$ cat src/rtl/dp_alu_arbiter_if.sv
// Request/response bundle for the two-requester ALU arbiter.
// master = requester side, slave = the arbiter.
interface dp_alu_arbiter_if #(parameter int W = 8);
    logic         req0_valid;
    logic [1:0]   req0_op;
    logic [W-1:0] req0_a;
    logic [W-1:0] req0_b;
    logic         req0_ready;

    logic         req1_valid;
    logic [1:0]   req1_op;
    logic [W-1:0] req1_a;
    logic [W-1:0] req1_b;
    logic         req1_ready;

    logic         rsp_valid;
    logic         rsp_id;
    logic [W-1:0] rsp_data;
    logic         rsp_carry;
    logic         busy;

    modport master (
        output req0_valid, req0_op, req0_a, req0_b,
        output req1_valid, req1_op, req1_a, req1_b,
        input  req0_ready, req1_ready,
        input  rsp_valid, rsp_id, rsp_data, rsp_carry, busy
    );

    modport slave (
        input  req0_valid, req0_op, req0_a, req0_b,
        input  req1_valid, req1_op, req1_a, req1_b,
        output req0_ready, req1_ready,
        output rsp_valid, rsp_id, rsp_data, rsp_carry, busy
    );
endinterface

$ cat src/rtl/dp_alu_arbiter.sv
// Round-robin arbiter in front of a small shared ALU: accept in IDLE,
// compute in EXEC, strobe the registered result out of RESP.
module dp_alu_arbiter #(
    parameter int W = 8
) (
    input  logic              clk,
    input  logic              rst_n,
    dp_alu_arbiter_if.slave   bus
);
    localparam logic [1:0] OP_ADD  = 2'b00;
    localparam logic [1:0] OP_SUB  = 2'b01;
    localparam logic [1:0] OP_AND  = 2'b10;
    localparam logic [1:0] OP_PASS = 2'b11;

    typedef enum logic [1:0] {IDLE, EXEC, RESP} state_t;

    state_t       state_q, state_d;
    logic         last_grant_q, last_grant_d;
    logic         id_q, id_d;
    logic [1:0]   op_q, op_d;
    logic [W-1:0] a_q, a_d;
    logic [W-1:0] b_q, b_d;
    logic [W:0]   res_q, res_d;
    logic         rsp_valid_q, rsp_valid_d;
    logic         rsp_id_q, rsp_id_d;
    logic [W-1:0] rsp_data_q, rsp_data_d;
    logic         rsp_carry_q, rsp_carry_d;

    logic grant0, grant1, ready0, ready1;

    // On contention the requester that did not win last time gets the grant.
    always_comb begin
        grant0 = bus.req0_valid & (~bus.req1_valid | last_grant_q);
        grant1 = bus.req1_valid & (~bus.req0_valid | ~last_grant_q);
        ready0 = (state_q == IDLE) & grant0;
        ready1 = (state_q == IDLE) & grant1;
    end

    always_comb begin
        state_d      = state_q;
        last_grant_d = last_grant_q;
        id_d         = id_q;
        op_d         = op_q;
        a_d          = a_q;
        b_d          = b_q;
        res_d        = res_q;
        rsp_valid_d  = 1'b0;
        rsp_id_d     = rsp_id_q;
        rsp_data_d   = rsp_data_q;
        rsp_carry_d  = rsp_carry_q;
        case (state_q)
            IDLE: begin
                if (ready0 | ready1) begin
                    state_d      = EXEC;
                    id_d         = ready1;
                    last_grant_d = ready1;
                    op_d         = ready1 ? bus.req1_op : bus.req0_op;
                    a_d          = ready1 ? bus.req1_a  : bus.req0_a;
                    b_d          = ready1 ? bus.req1_b  : bus.req0_b;
                end
            end
            EXEC: begin
                state_d = RESP;
                // Extending to W+1 bits makes the MSB the carry on ADD and the borrow on SUB.
                case (op_q)
                    OP_ADD:  res_d = {1'b0, a_q} + {1'b0, b_q};
                    OP_SUB:  res_d = {1'b0, a_q} - {1'b0, b_q};
                    OP_AND:  res_d = {1'b0, a_q & b_q};
                    OP_PASS: res_d = {1'b0, a_q};
                    default: res_d = {1'b0, a_q};
                endcase
            end
            RESP: begin
                state_d     = IDLE;
                rsp_valid_d = 1'b1;
                rsp_id_d    = id_q;
                rsp_data_d  = res_q[W-1:0];
                rsp_carry_d = res_q[W];
            end
            default: state_d = IDLE;
        endcase
    end

    always_ff @(posedge clk or negedge rst_n) begin
        if (!rst_n) begin
            state_q      <= IDLE;
            last_grant_q <= 1'b1;
            id_q         <= 1'b0;
            op_q         <= 2'b00;
            a_q          <= '0;
            b_q          <= '0;
            res_q        <= '0;
            rsp_valid_q  <= 1'b0;
            rsp_id_q     <= 1'b0;
            rsp_data_q   <= '0;
            rsp_carry_q  <= 1'b0;
        end else begin
            state_q      <= state_d;
            last_grant_q <= last_grant_d;
            id_q         <= id_d;
            op_q         <= op_d;
            a_q          <= a_d;
            b_q          <= b_d;
            res_q        <= res_d;
            rsp_valid_q  <= rsp_valid_d;
            rsp_id_q     <= rsp_id_d;
            rsp_data_q   <= rsp_data_d;
            rsp_carry_q  <= rsp_carry_d;
        end
    end

    assign bus.req0_ready = ready0;
    assign bus.req1_ready = ready1;
    assign bus.rsp_valid  = rsp_valid_q;
    assign bus.rsp_id     = rsp_id_q;
    assign bus.rsp_data   = rsp_data_q;
    assign bus.rsp_carry  = rsp_carry_q;
    assign bus.busy       = (state_q != IDLE);
endmodule
$ cat src/flat_wrapper.sv
// flat-port wrapper written by rule: the top's interface ports become plain ports
module dp_alu_arbiter_flat 
#(
    parameter int W = 8
)
  (clk, rst_n, bus_req0_valid, bus_req0_op, bus_req0_a, bus_req0_b, bus_req1_valid, bus_req1_op, bus_req1_a, bus_req1_b, bus_req0_ready, bus_req1_ready, bus_rsp_valid, bus_rsp_id, bus_rsp_data, bus_rsp_carry, bus_busy);
  dp_alu_arbiter_if #(.W(W)) bus_i ();
  input  logic clk;
  input  logic rst_n;
  input wire logic [$bits(bus_i.req0_valid)-1:0] bus_req0_valid;
  input wire logic [$bits(bus_i.req0_op)-1:0] bus_req0_op;
  input wire logic [$bits(bus_i.req0_a)-1:0] bus_req0_a;
  input wire logic [$bits(bus_i.req0_b)-1:0] bus_req0_b;
  input wire logic [$bits(bus_i.req1_valid)-1:0] bus_req1_valid;
  input wire logic [$bits(bus_i.req1_op)-1:0] bus_req1_op;
  input wire logic [$bits(bus_i.req1_a)-1:0] bus_req1_a;
  input wire logic [$bits(bus_i.req1_b)-1:0] bus_req1_b;
  output wire logic [$bits(bus_i.req0_ready)-1:0] bus_req0_ready;
  output wire logic [$bits(bus_i.req1_ready)-1:0] bus_req1_ready;
  output wire logic [$bits(bus_i.rsp_valid)-1:0] bus_rsp_valid;
  output wire logic [$bits(bus_i.rsp_id)-1:0] bus_rsp_id;
  output wire logic [$bits(bus_i.rsp_data)-1:0] bus_rsp_data;
  output wire logic [$bits(bus_i.rsp_carry)-1:0] bus_rsp_carry;
  output wire logic [$bits(bus_i.busy)-1:0] bus_busy;
  assign bus_i.req0_valid = bus_req0_valid;
  assign bus_i.req0_op = bus_req0_op;
  assign bus_i.req0_a = bus_req0_a;
  assign bus_i.req0_b = bus_req0_b;
  assign bus_i.req1_valid = bus_req1_valid;
  assign bus_i.req1_op = bus_req1_op;
  assign bus_i.req1_a = bus_req1_a;
  assign bus_i.req1_b = bus_req1_b;
  assign bus_req0_ready = bus_i.req0_ready;
  assign bus_req1_ready = bus_i.req1_ready;
  assign bus_rsp_valid = bus_i.rsp_valid;
  assign bus_rsp_id = bus_i.rsp_id;
  assign bus_rsp_data = bus_i.rsp_data;
  assign bus_rsp_carry = bus_i.rsp_carry;
  assign bus_busy = bus_i.busy;
  dp_alu_arbiter #(.W(W)) u_core (.clk(clk), .rst_n(rst_n), .bus(bus_i));
endmodule
$ cat config.mk
export PLATFORM = sky130hd
export DESIGN_NAME = dp_alu_arbiter_flat
export DESIGN_NICKNAME = d
export VERILOG_FILES = /design/src/rtl/dp_alu_arbiter_if.sv /design/src/rtl/dp_alu_arbiter.sv /design/src/flat_wrapper.sv
export SDC_FILE = /design/constraint.sdc
export NUM_CORES = 1
export LEC_CHECK = 0
export CORE_ASPECT_RATIO = 0.7
export CORE_MARGIN = 1.5
export CORE_UTILIZATION = 40
export DETAILED_ROUTE_END_ITERATION = 12
export GPL_TIMING_DRIVEN = 0
export PLACE_DENSITY = 0.77
export SYNTH_ARGS = -nofsm -noshare
export SYNTH_HDL_FRONTEND = slang
export SYNTH_SLANG_ARGS = --single-unit
$ cat constraint.sdc
create_clock -name clk -period 6.4 [get_ports clk]
set_input_delay 1.28 -clock clk [delete_from_list [all_inputs] [get_ports clk]]
set_output_delay 1.28 -clock clk [all_outputs]
set_load 0.02 [all_outputs]
Word-level counts from Yosys, hierarchy flattened. Cells that the tools add are included.

$add $sub $neg: 2. Eq/ne operators: 6. Multiplexer cells: 7. Bitwise operators: 11. Reductions and logical operators: 4.

Operator list (count): case mux 9 bit (4 select lines) (1); two-way mux 8 bit (2); adder 8 x 8 -> 9 bit (1); subtractor 8 x 8 -> 9 bit (1); bitwise AND 8 bit (1); equality test 2 bit, second input constant (3); bitwise AND 1 bit (4); equality test 2 x 1 -> 1 bit, second input constant (2); logical NOT 2 bit (2); two-way mux 2 bit (2); case mux 2 bit (2 select lines) (1); NOT 1 bit (3); OR 1 bit (3); != test 2 bit, second input constant (1); AND reduction 2 bit (1); nonzero test 2 bit (1); two-way mux 1 bit (1).

Register bits after elaboration: 42. Input bits: 40. Logic and storage cells: 41.

Logic depth before layout (Yosys ltp). Gate-level depths: netlist (run 1).

Word-level depth: 7. Gate-level depth with buffers: 11. Gate-level depth less buffers: 10.

Least setup slack after synthesis (run 1). OpenSTA, ideal clock, no wires.

Path type: input port to output port. Start point: input bus_req0_valid. End point: output bus_req1_ready. Data arrival time: 1.857 ns. Required time: 5.120 ns. Slack: 3.263 ns. Stages: 4. Buffers on the path: 1. Path through: nand2_1 nand3_1 clkbuf_1 inv_1.

Cells in the longest elaborated chain, start to end: 4.

RTL lines: from (decl) (line flat_wrapper.sv:10) `input wire logic [$bits(bus_i.req0_valid)-1:0] bus_req0_valid;`; NOT 1 bit (line dp_alu_arbiter.sv:34) `grant1 = bus.req1_valid & (~bus.req0_valid | ~last_grant_q);`; OR 1 bit (line dp_alu_arbiter.sv:34); bitwise AND 1 bit (line dp_alu_arbiter.sv:34); bitwise AND 1 bit (line dp_alu_arbiter.sv:36) `ready1 = (state_q == IDLE) & grant1;`; to (decl) (line flat_wrapper.sv:19) `output wire logic [$bits(bus_i.req1_ready)-1:0] bus_req1_ready;`.

No other way between the ends.

Worst setup path after layout (run 1).
Start point: input bus_req1_valid. End point: output bus_req0_ready.

Cells in the longest elaborated chain, start to end: 4.

RTL lines: from (decl) (line flat_wrapper.sv:14) `input wire logic [$bits(bus_i.req1_valid)-1:0] bus_req1_valid;`; NOT 1 bit (line dp_alu_arbiter.sv:33) `grant0 = bus.req0_valid & (~bus.req1_valid | last_grant_q);`; OR 1 bit (line dp_alu_arbiter.sv:33); bitwise AND 1 bit (line dp_alu_arbiter.sv:33); bitwise AND 1 bit (line dp_alu_arbiter.sv:35) `ready0 = (state_q == IDLE) & grant0;`; to (decl) (line flat_wrapper.sv:18) `output wire logic [$bits(bus_i.req0_ready)-1:0] bus_req0_ready;`.

No other way between the ends.

==> flow_summary.json, run 1 <==
{
  "syn-instance-count": 265,
  "clock_path_buffers": 2,
  "rsz0062_at_grt": "no",
  "worst_clock_skew_ps": 12.3,
  "cts_root_buf": "clkbuf_8",
  "place_hpwl_um": 4360,
  "seq_area_frac_synth_pct": 44.4,
  "min_from": "u_core.last_grant_q$_DFFE_PN1P_",
  "reg2reg_from": "u_core.op_q[0]$_DFFE_PN0P_",
  "cp-startpoint": "bus_req1_valid",
  "relSlewSlack_pct": 68.4,
  "place.gp.congestion": 0.795,
  "synthFlopType": "dfrtp_1",
  "crit_top_cell": "clkdlybuf4s50_1",
  "postCtsResizedCells": 0,
  "async_reset_ff_share_pct": 100,
  "slew_violations": 0,
  "setup.worst_path.end_class": "primary output",
  "critPathKind": "input pin to primary output",
  "finalSetupViolations": 0,
  "via_count": 2047,
  "place_ws_ps": 2060,
  "synth_top_cells_by_count": "51 x nand2_1, 41 x dfrtp_1, 36 x nor2_1",
  "worst_pin_slew_ps": 474,
  "cts_setup_buffers": 0,
  "yosysTopAreaCellShare_pct": 43.3,
  "cts_made_buffers": 5,
  "hold_violations": 0,
  "synth.most_common_cell": "nand2_1",
  "synth_top_family_by_area": "simple AND/OR/NAND/NOR gates",
  "synthTopCellsByArea": "dfrtp_1 43%, nand2_1 8.1%, a31oi_1 6.3%, nor2_1 5.7%, ha_1 5.3%",
  "yosys_warnings": 0,
  "grt_pass1_wl_um": 9190,
  "io_pins": 54,
  "worst_ep_arrival_time_ps": 3030,
  "syn_to_final_growth_pct": 30.8,
  "irDropWorstVdd_uv": 225,
  "final_antenna_net_count": 0,
  "worst_setup_path_start_kind": "input pin",
  "grt.total_usage_pct": 19.3,
  "cts_tree": "yes",
  "synth_compound_area_share_pct": 15.6,
  "yosys.area_share.simple_pct": 20.0,
  "nets": 377,
  "status": "complete, no violations",
  "post-route-util_pct": 54.1,
  "port_buffers": 53,
  "start_util_pct": 41.4,
  "setup_ws_ps": 2090,
  "netlist_area_um2": 2370,
  "cp_max_fo": 10,
  "coreArea_um2": 5730,
  "period_needed_ps": 4310,
  "critical_path_required_ps": 5120,
  "cts_num_sinks": 42,
  "grt_pass1_vias": 1963,
  "clock.fmax_mhz": 232,
  "via_per_inst": 5.09,
  "clk_pin_slew_ps": 80,
  "wl_per_cell_um": 13.8,
  "power.total_mw": 1.88,
  "setup_tns_ps": 0,
  "synthXorXnorAreaFrac_pct": 2.96,
  "rows": 23,
  "drt-initial-drc-count": 95,
  "post_route_cells_drive_above_1_share_pct": 9.48,
  "period_share_pct": 67.4,
  "cp_cell_sequence": "clkdlybuf4s50_1 -> nand2b_1 -> nand3_1 -> inv_2 -> buf_2 -> clkdlybuf4s50_1",
  "die_area_um2": 6400,
  "ys_ff_latch": 42,
  "min_path_type": "register to register",
  "p_per_area_nw_per_um2": 605,
  "routed_wl_um": 5530,
  "synth_fp_nets": 316,
  "grt_max_degree": 25,
  "syn_area_per_cell_um2": 8.94,
  "drv_cap": 0,
  "synthDistinctLibCells": 39,
  "leakage_nw": 1.34,
  "die_x_um": 95.0,
  "htree_num_levels": 2,
  "synth_edf_count": 0,
  "yosys.area_share.adder_pct": 6.13,
  "grt_remaining_overflow": 0,
  "drc": 0,
  "n_antenna_cell": 0,
  "die-height_um": 67.4,
  "insertion_delay_ps": 300,
  "crit_path_max_incr_delay_ps": 630,
  "yosys.area.top_type": "dfrtp_1",
  "muxShareOfSynthArea_pct": 6.50,
  "postCtsHoldBufs": 0,
  "cp_slowest_cell": "clkdlybuf4s50_1",
  "antenna_found_initial": 0,
  "firstDrtPassIters": 4
}
report_power, final:
part | leakage [nW] | internal [mW] | switching, mW | total, mW
registers | 0.497 | 0.403 | 0.110 | 0.514
logic | 0.797 | 0.545 | 0.651 | 1.20
clock network | 0.0450 | 0.0756 | 0.0900 | 0.166
critical path, delay by kind of cell:
kind | cells | cell delay (ps)
buffers and inverters | 4 | 1500
and+or+nand+nor | 2 | 250
cells in the final DEF, fill, tap and decap left out, types with 2 or more instances in the layout:
cell,Yosys,routed
inv_2,2,2
mux2_2,11,11
dfrtp_1,41,41
o211ai_1,7,7
nand3_1,3,3
buf_2,4,5
nand2_1,51,51
o21ai_0,8,8
nor3_1,7,7
xnor2_1,7,7
mux2i_1,3,3
nand2b_1,5,5
clkbuf_8,0,5
inv_1,7,7
or3_1,2,2
a31oi_1,24,24
clkinv_2,0,2
clkbuf_1,8,9
a21oi_1,4,4
clkdlybuf4s50_1,0,52
a211oi_1,2,2
ha_1,10,10
o21a_1,3,3
nor2b_1,3,3
nor2_1,36,36
per-layer routing:
metal	up-vias	share of wire (%)	global-route usage [%]	wire, um
met4	0	0.43	5.22	24
met1	931	52	27.3	2880
met5	-	0	0	0
met3	2	6.2	6.76	343
met2	63	41	27.9	2290
li1	1051	-	-	-
metrics by stage:
stage / std cells / instance area (um^2) / hold WS, ps
finish: 402 / 3100 / 468
global route: 402 / 3100 / 493
CTS: 402 / 3100 / 468
detailed placement: 394 / 3020 / 455
global placement: 393 / 2990 / 454
floorplan: 265 / 2370 / 440
area by class of cell:
cell class,instances,area [um^2]
multi-input combinational,200,1210
fill,520,2630
buffer,14,68.8
tap,75,93.8
inverter,9,33.8
timing repair buffer,54,553
clock inverter,2,10.0
sequential,42,1050
clock buffer,6,72.6
sequential cells by signal, summed over array words and instances, names as in the netlist:
| name | count |
|---|---|
| u_core.bus.rsp_valid | 1 |
| u_core.a_q | 8 |
| u_core.state_q | 2 |
| u_core.bus.rsp_data | 8 |
| u_core.id_q | 1 |
| u_core.last_grant_q | 1 |
| u_core.op_q | 2 |
| u_core.bus.rsp_id | 1 |
| u_core.bus.rsp_carry | 1 |
| u_core.res_q | 9 |
| u_core.b_q | 8 |
kinds of logic after synthesis:
| logic type | after synthesis |
|---|---|
| xor+xnor | 8 |
| buf+inv | 23 |
| fa+ha+maj | 11 |
| mux | 14 |
| flops | 42 |
| simple gates | 111 |
| compound gates | 56 |
final timing paths:
check	to	slack [ps]	cells after the start
max	bus_req0_ready	2090	6
min	u_core.last_grant_q$_DFFE_PN1P_	470	2
max reg2reg	u_core.res_q[4]$_DFFE_PN0N_	3610	9
min reg2reg	u_core.last_grant_q$_DFFE_PN1P_	470	2
max in group asynchronous	u_core.last_grant_q$_DFFE_PN1P_	4920	2
min in group asynchronous	u_core.a_q[5]$_DFFE_PN0P_	920	1
Note: power is estimated with default switching activity, not from simulation.
==> inputs of run 2 (changes only) <==
- clock period: 6.4 -> 4.2 ns (I/O delays scaled with it)
==> results of run 2 <==
Same layout as run 1 (identical final DEF). Status: complete, no violations.
Main changes from that run: setup slack after placement 2060 ps -> 743 ps; setup slack after layout 2090 ps -> 767 ps; register-to-register setup slack 3610 ps -> 1410 ps; total power 1.88 mW -> 2.86 mW; worst IR drop on VDD 225 uV -> 343 uV
==> inputs of run 3 (changes only) <==
- clock period: 4.2 -> 3.4 ns (I/O delays scaled with it)
==> results of run 3 <==
Same layout as run 1 (identical final DEF). Status: complete, no violations.
Main changes from that run: setup slack after placement 2060 ps -> 263 ps; setup slack after layout 2090 ps -> 287 ps; hold slack 468 ps -> 322 ps; register-to-register setup slack 3610 ps -> 610 ps; total power 1.88 mW -> 3.53 mW; worst IR drop on VDD 225 uV -> 424 uV
